### src/rtl/ex_operand_stage_pkg.sv
// Shared definitions for the EX operand stage: field widths, writeback-select
// and forward-select encodings, and the ID/EX control/index payload.
package ex_operand_stage_pkg;

    localparam int unsigned REG_IDX_W = 5;
    localparam int unsigned RES_SRC_W = 2;
    localparam int unsigned ALU_CTL_W = 3;
    localparam int unsigned FWD_SEL_W = 2;
    localparam int unsigned CNT_W     = 32;

    typedef enum logic [RES_SRC_W-1:0] {
        RES_ALU  = 2'b00,
        RES_LOAD = 2'b01,
        RES_PC4  = 2'b10
    } resultSrcT;

    typedef enum logic [FWD_SEL_W-1:0] {
        FWD_RF  = 2'b00,
        FWD_MEM = 2'b01,
        FWD_WB  = 2'b10
    } fwdSelT;

    // Non-datapath part of the ID/EX register; all-zero is a bubble
    typedef struct packed {
        logic                 valid;
        logic [REG_IDX_W-1:0] rs1;
        logic [REG_IDX_W-1:0] rs2;
        logic [REG_IDX_W-1:0] rd;
        logic                 regWrite;
        logic                 memWrite;
        logic                 aluSrc;
        logic                 branch;
        logic                 jump;
        logic [RES_SRC_W-1:0] resultSrc;
        logic [ALU_CTL_W-1:0] aluControl;
    } exCtrlT;

endpackage

### src/rtl/ex_operand_stage_fwd_mux3.sv
// Forwarding operand multiplexer: picks the register-file value, the MEM-stage
// ALU result or the WB result. The unused select code falls back to the
// register-file value.
//   sel  in  2      forward select (FWD_RF / FWD_MEM / FWD_WB)
//   rf   in  WIDTH  registered register-file read
//   mem  in  WIDTH  value forwarded from MEM
//   wb   in  WIDTH  value forwarded from WB
//   y    out WIDTH  selected operand (combinational)
module fwd_mux3
    import ex_operand_stage_pkg::*;
#(
    parameter int unsigned WIDTH = 32
) (
    input  logic [FWD_SEL_W-1:0] sel,
    input  logic [WIDTH-1:0]     rf,
    input  logic [WIDTH-1:0]     mem,
    input  logic [WIDTH-1:0]     wb,
    output logic [WIDTH-1:0]     y
);

    always_comb begin
        y = rf;
        case (sel)
            FWD_MEM: y = mem;
            FWD_WB:  y = wb;
            default: y = rf;
        endcase
    end

endmodule

### src/rtl/ex_operand_stage.sv
// ID/EX pipeline register with load-use stall detection, branch flush bubble
// insertion, operand forwarding muxes and optional hazard performance counters.
// Optional feature macro: PERF_CNT_EN (stall/flush counters; tied to 0 otherwise).
// Ports:
//   clk, reset                          clock, synchronous active-high reset
//   validD, rs1D/rs2D/rdD, rd1D/rd2D,
//   immExtD, pcD, *D controls           decode-stage instruction fields
//   PCSrcE                              taken branch/jump resolved in EX
//   forwardAE/forwardBE                 forward selects from the forwarding unit
//   ALUResultM, ResultW                 forwarded values
//   *E outputs                          registered ID/EX contents
//   SrcAE, SrcBE, WriteDataE            ALU operands and store data
//   stallF, stallD, flushD              hazard controls to the front end
//   stallCnt, flushCnt                  hazard performance counters
module ex_operand_stage
    import ex_operand_stage_pkg::*;
#(
    parameter int unsigned XLEN = 32
) (
    input  logic                 clk,
    input  logic                 reset,
    input  logic                 validD,
    input  logic [REG_IDX_W-1:0] rs1D,
    input  logic [REG_IDX_W-1:0] rs2D,
    input  logic [REG_IDX_W-1:0] rdD,
    input  logic [XLEN-1:0]      rd1D,
    input  logic [XLEN-1:0]      rd2D,
    input  logic [XLEN-1:0]      immExtD,
    input  logic [XLEN-1:0]      pcD,
    input  logic                 RegWriteD,
    input  logic                 MemWriteD,
    input  logic                 ALUSrcD,
    input  logic                 BranchD,
    input  logic                 JumpD,
    input  logic [RES_SRC_W-1:0] ResultSrcD,
    input  logic [ALU_CTL_W-1:0] ALUControlD,
    input  logic                 PCSrcE,
    input  logic [FWD_SEL_W-1:0] forwardAE,
    input  logic [FWD_SEL_W-1:0] forwardBE,
    input  logic [XLEN-1:0]      ALUResultM,
    input  logic [XLEN-1:0]      ResultW,
    output logic [REG_IDX_W-1:0] rs1E,
    output logic [REG_IDX_W-1:0] rs2E,
    output logic [REG_IDX_W-1:0] rdE,
    output logic                 validE,
    output logic                 RegWriteE,
    output logic                 MemWriteE,
    output logic                 ALUSrcE,
    output logic                 BranchE,
    output logic                 JumpE,
    output logic [RES_SRC_W-1:0] ResultSrcE,
    output logic [ALU_CTL_W-1:0] ALUControlE,
    output logic [XLEN-1:0]      pcE,
    output logic [XLEN-1:0]      immExtE,
    output logic [XLEN-1:0]      SrcAE,
    output logic [XLEN-1:0]      SrcBE,
    output logic [XLEN-1:0]      WriteDataE,
    output logic                 stallF,
    output logic                 stallD,
    output logic                 flushD,
    output logic [CNT_W-1:0]     stallCnt,
    output logic [CNT_W-1:0]     flushCnt
);

    exCtrlT          ctrlD;
    exCtrlT          ctrlE;
    logic [XLEN-1:0] rd1E;
    logic [XLEN-1:0] rd2E;
    logic            lwStall;
    logic            bubble;

    assign ctrlD = '{
        valid:      validD,
        rs1:        rs1D,
        rs2:        rs2D,
        rd:         rdD,
        regWrite:   RegWriteD,
        memWrite:   MemWriteD,
        aluSrc:     ALUSrcD,
        branch:     BranchD,
        jump:       JumpD,
        resultSrc:  ResultSrcD,
        aluControl: ALUControlD
    };

    // Load in EX whose destination is read by the instruction in decode;
    // a taken branch squashes decode anyway, so it takes priority.
    assign lwStall = (ctrlE.resultSrc == RES_LOAD) && ctrlE.valid
                     && (ctrlE.rd != '0)
                     && ((ctrlE.rd == rs1D) || (ctrlE.rd == rs2D))
                     && !PCSrcE;
    assign bubble  = lwStall || PCSrcE;

    assign stallF = lwStall;
    assign stallD = lwStall;
    assign flushD = PCSrcE;

    // ID/EX register; reset and bubbles both load all-zero
    always_ff @(posedge clk) begin
        if (reset || bubble) begin
            ctrlE   <= '0;
            rd1E    <= '0;
            rd2E    <= '0;
            immExtE <= '0;
            pcE     <= '0;
        end else begin
            ctrlE   <= ctrlD;
            rd1E    <= rd1D;
            rd2E    <= rd2D;
            immExtE <= immExtD;
            pcE     <= pcD;
        end
    end

    assign validE      = ctrlE.valid;
    assign rs1E        = ctrlE.rs1;
    assign rs2E        = ctrlE.rs2;
    assign rdE         = ctrlE.rd;
    assign RegWriteE   = ctrlE.regWrite;
    assign MemWriteE   = ctrlE.memWrite;
    assign ALUSrcE     = ctrlE.aluSrc;
    assign BranchE     = ctrlE.branch;
    assign JumpE       = ctrlE.jump;
    assign ResultSrcE  = ctrlE.resultSrc;
    assign ALUControlE = ctrlE.aluControl;

    fwd_mux3 #(.WIDTH(XLEN)) u_muxA (
        .sel (forwardAE),
        .rf  (rd1E),
        .mem (ALUResultM),
        .wb  (ResultW),
        .y   (SrcAE)
    );

    fwd_mux3 #(.WIDTH(XLEN)) u_muxB (
        .sel (forwardBE),
        .rf  (rd2E),
        .mem (ALUResultM),
        .wb  (ResultW),
        .y   (WriteDataE)
    );

    assign SrcBE = ALUSrcE ? immExtE : WriteDataE;

`ifdef PERF_CNT_EN
    logic [CNT_W-1:0] stallCntQ;
    logic [CNT_W-1:0] flushCntQ;

    // Saturating hazard counters; reset wins over any event in the same cycle
    always_ff @(posedge clk) begin
        if (reset) begin
            stallCntQ <= '0;
            flushCntQ <= '0;
        end else begin
            if (lwStall && (stallCntQ != '1)) stallCntQ <= stallCntQ + CNT_W'(1);
            if (PCSrcE && (flushCntQ != '1))  flushCntQ <= flushCntQ + CNT_W'(1);
        end
    end

    assign stallCnt = stallCntQ;
    assign flushCnt = flushCntQ;
`else
    assign stallCnt = '0;
    assign flushCnt = '0;
`endif

endmodule

### config.mk
export PLATFORM = sky130hd
export DESIGN_NAME = ex_operand_stage
export DESIGN_NICKNAME = d
export VERILOG_FILES = /design/src/rtl/ex_operand_stage_pkg.sv /design/src/rtl/ex_operand_stage_fwd_mux3.sv /design/src/rtl/ex_operand_stage.sv
export SDC_FILE = /design/constraint.sdc
export NUM_CORES = 1
export LEC_CHECK = 0
export BUFFER_PORTS_ARGS = -buffer_cell sky130_fd_sc_hd__buf_2
export CORE_AREA = 5 5 185 187
export CTS_CLUSTER_SIZE = 12
export DETAILED_ROUTE_END_ITERATION = 12
export DIE_AREA = 0 0 190 192
export PLACE_DENSITY_LB_ADDON = 0.1
export SLEW_MARGIN = 0
export SYNTH_ARGS = -nofsm -noshare
export SYNTH_HDL_FRONTEND = slang
export SYNTH_SLANG_ARGS = --single-unit
### constraint.sdc
create_clock -name clk -period 1.77 [get_ports clk]
set_input_delay 0 -clock clk [delete_from_list [all_inputs] [get_ports clk]]
set_output_delay 0 -clock clk [all_outputs]
set_load 0.02 [all_outputs]
==> results.toml <==
[timing]
period_minus_slack_ns = 1.74
setup_tns_ns = 0
fmax_mhz = 574
slew_viol_final = 0
fin_crit_sh_pct = 98.5
skew_ns = 0.00756
finalSetupViolCount = 0
rsz0062_at_grt = "yes"
final_hold_viol_count = 0

[floorplan]
die_area_um2 = 36500
die_x_um = 190
die_h_um = 192
core_um2 = 32300
start_util_pct = 21.8
rows = 66
ios = 478

[synth]
synth-seq-cells = 154
synthDominantCellAreaShare_pct = 43.7
ys.flop_type = "dfxtp_1"
synth_edf_count = 0
async_reset_ff_share_pct = 0
synth_cells = 862
syn_avg_cell_area_um2 = 8.18
yosysSeqAreaShare_pct = 43.7
synth_cell_types = 23
syn-cell-area_um2 = 7050
synth_largest_area_cell = "dfxtp_1"
synth_area_leaders = "dfxtp_1 (44%), nand2_1 (12%), a21oi_1 (11%)"
yosys_warnings = 0

[power]
pwr-share-clk_pct = 41.0
power_frac_comb_pct = 22.1
irDropWorstVdd_v = 0.000564
p_leak_nw = 5.65
power_density_nw_per_um2 = 840
seqPwrFrac_pct = 36.9
switching_power_mw = 2.87
power_mw = 9.90
power.switching_fraction_pct = 29.0
p_int_mw = 7.04

[critical_path]
crit_chain = "xnor2_2 > nand3_2 > o22ai_4 > buf_12 > and3b_2 > buf_6"
critPathBufInv = 2
cp.required_ns = 1.77
crit_path_max_incr_delay_ns = 0.37
critPathSlowestCell = "dfxtp_4"
path_max_fanout = 4
critPathTopFamily = "flip-flops"
critPathArrivalTime_ns = 1.74
path_class = "reg2out"
startpoint_type = "flop"
cp-end-kind = "output pin"

[clock_tree]
insertion_delay_ns = 0.43
htreeDepth = 4
cts_sinks = 154
clk_pin_slew_ns = 0.07
clockBufferDepth = 2
cts_tree = "done"
root_buffer = "clkbuf_16"
cts_made_buffers = 17

[layout]
seqCellArea_um2 = 3100
final_area_um2 = 11800
fillCellCount = 3439
multi_input_area_um2 = 3270
syn_to_final_growth_pct = 67.2
layout_commonest_cell = "buf_2"
mostFrequentLayoutCells = "buf_2 (411), nand2_1 (221), dlygate4sd3_1 (156)"
layout-drive-gt1-share_pct = 37.4
fin_nets = 1634

[placement]
place_congestion = 0.753
placedInstanceArea_um2 = 9430
numPortBuffers = 413
hpwl_mm = 23.6

[status]
status = "finished clean"

[global_route]
grt_antenna_before_repair = 5
grt_pass1_vias = 8226
grt_usage_pct = 16.7
grt_pass1_wl_mm = 47.9
grt_max_degree = 88
overflow = 0

[min_path]
holdCritPathClass = "in2reg"

[detailed_routing]
vias = 7913
antenna_left = 0
drt-pass1-iter-count = 5
wire_per_inst_um = 17.2
drt_iter0_drc = 277
route.detailed.drc = 0
wirelength_mm = 32.0
via_per_inst = 4.25

[job]
cap_violations = 0
## kinds of logic after synthesis
family,count (synthesis),share of synthesized area (%)
and+or+nand+nor,227,12.3
DFF,154,43.7
muxes,32,5.11
adders and majority gates,4,0.710
xor gates and xnor gates,10,1.24
other,1,0.0532
AOI/OAI and AO/OA,284,22.6
buffers and inverters,150,14.2
## tightest hold or removal path: stages
cell,delay (ns)
buf_2,0.10
nor2_4,0.06
buf_12,0.17
nand2_1,0.08
a21oi_1,0.03
## path summary, 6_finish.rpt
path / from / to / slack, ns / depth (start not counted)
max: rdE[4]$_SDFF_PP0_ / stallD / 0.03 / 6
min: reset / pcE[30]$_SDFF_PP0_ / 0.07 / 5
max reg2reg: rdE[4]$_SDFF_PP0_ / rd2E[11]$_SDFF_PP0_ / 0.11 / 7
min reg2reg: ResultSrcE[1]$_SDFF_PP0_ / rs1E[0]$_SDFF_PP0_ / 0.96 / 4
## flip-flops by register name, summed over array words and instances, names as in the netlist, 2 cells and up
name and flops:
rdE 5, rs2E 5, ALUControlE 3, immExtE 32
pcE 32, ResultSrcE 2, rd2E 32, rd1E 32
rs1E 5
## stage by stage
stage / util [%] / hold slack [ns] / std cells / worst slack (ns)
3_3_place_gp: 29.2 / 0.221 / 1667 / 0.132
5_1_grt: 36.5 / 0.0777 / 1862 / -0.0508
2_1_floorplan: - / 0.113 / 925 / 0.193
4_1_cts: 36.3 / 0.0456 / 1858 / -0.0124
3_5_place_dp: 29.2 / 0.223 / 1667 / 0.148
6_report: 36.5 / 0.0677 / 1863 / 0.0274
## power groups by stage
stage | registers [mW] | clock network, mW | logic [mW]
5_1_grt | 3.67 | 4.31 | 2.37
4_1_cts | 3.66 | 4.21 | 2.20
3_5_place_dp | 3.73 | 0 | 1.89
3_3_place_gp | 3.73 | 0 | 1.90
6_report | 3.66 | 4.06 | 2.19
2_1_floorplan | 3.83 | 0 | 1.08
## cell type report
class | count | area share (%)
repair buffers | 607 | 35.6
well taps | 442 | 4.69
diodes | 5 | 0.106
inverters | 4 | 0.127
clock buffers | 21 | 4.08
multi-input cells | 621 | 27.8
clock inverters | 9 | 1.37
flip-flops and latches | 154 | 26.3
## cell usage after synthesis (2+ instances only)
library cell    n
o21ai_0        64
clkbuf_8        9
buf_4          67
ha_1            4
clkbuf_1       34
mux2_1          4
nand2_1       221
dfxtp_1       154
buf_2          28
buf_6           8
a22oi_1        64
xnor2_1        10
nand3_1         2
mux2_2         28
a21oi_1       154
inv_1           4
## what timing repair did
item / in CTS / in global routing
endpoints found under the setup margin: 2 / 2
hold buffers: 156 / 0
gates resized for setup: 7 / 14
endpoints found under the hold margin: 154 / 0
pin swaps: 3 / 5
setup buffers: 4 / 0
cloned: 1 / 0
## layer usage
| layer | wire length, µm | global-route usage [%] | share of wire, % |
|---|---|---|---|
| met1 | 13700 | 20.6 | 43 |
| met2 | 15900 | 29.2 | 50 |
| met3 | 2020 | 4.00 | 6.3 |
| met4 | 451 | 4.67 | 1.4 |
| met5 | 0 | 0 | 0 |
No activity file was read; power rests on OpenSTA's default activity.
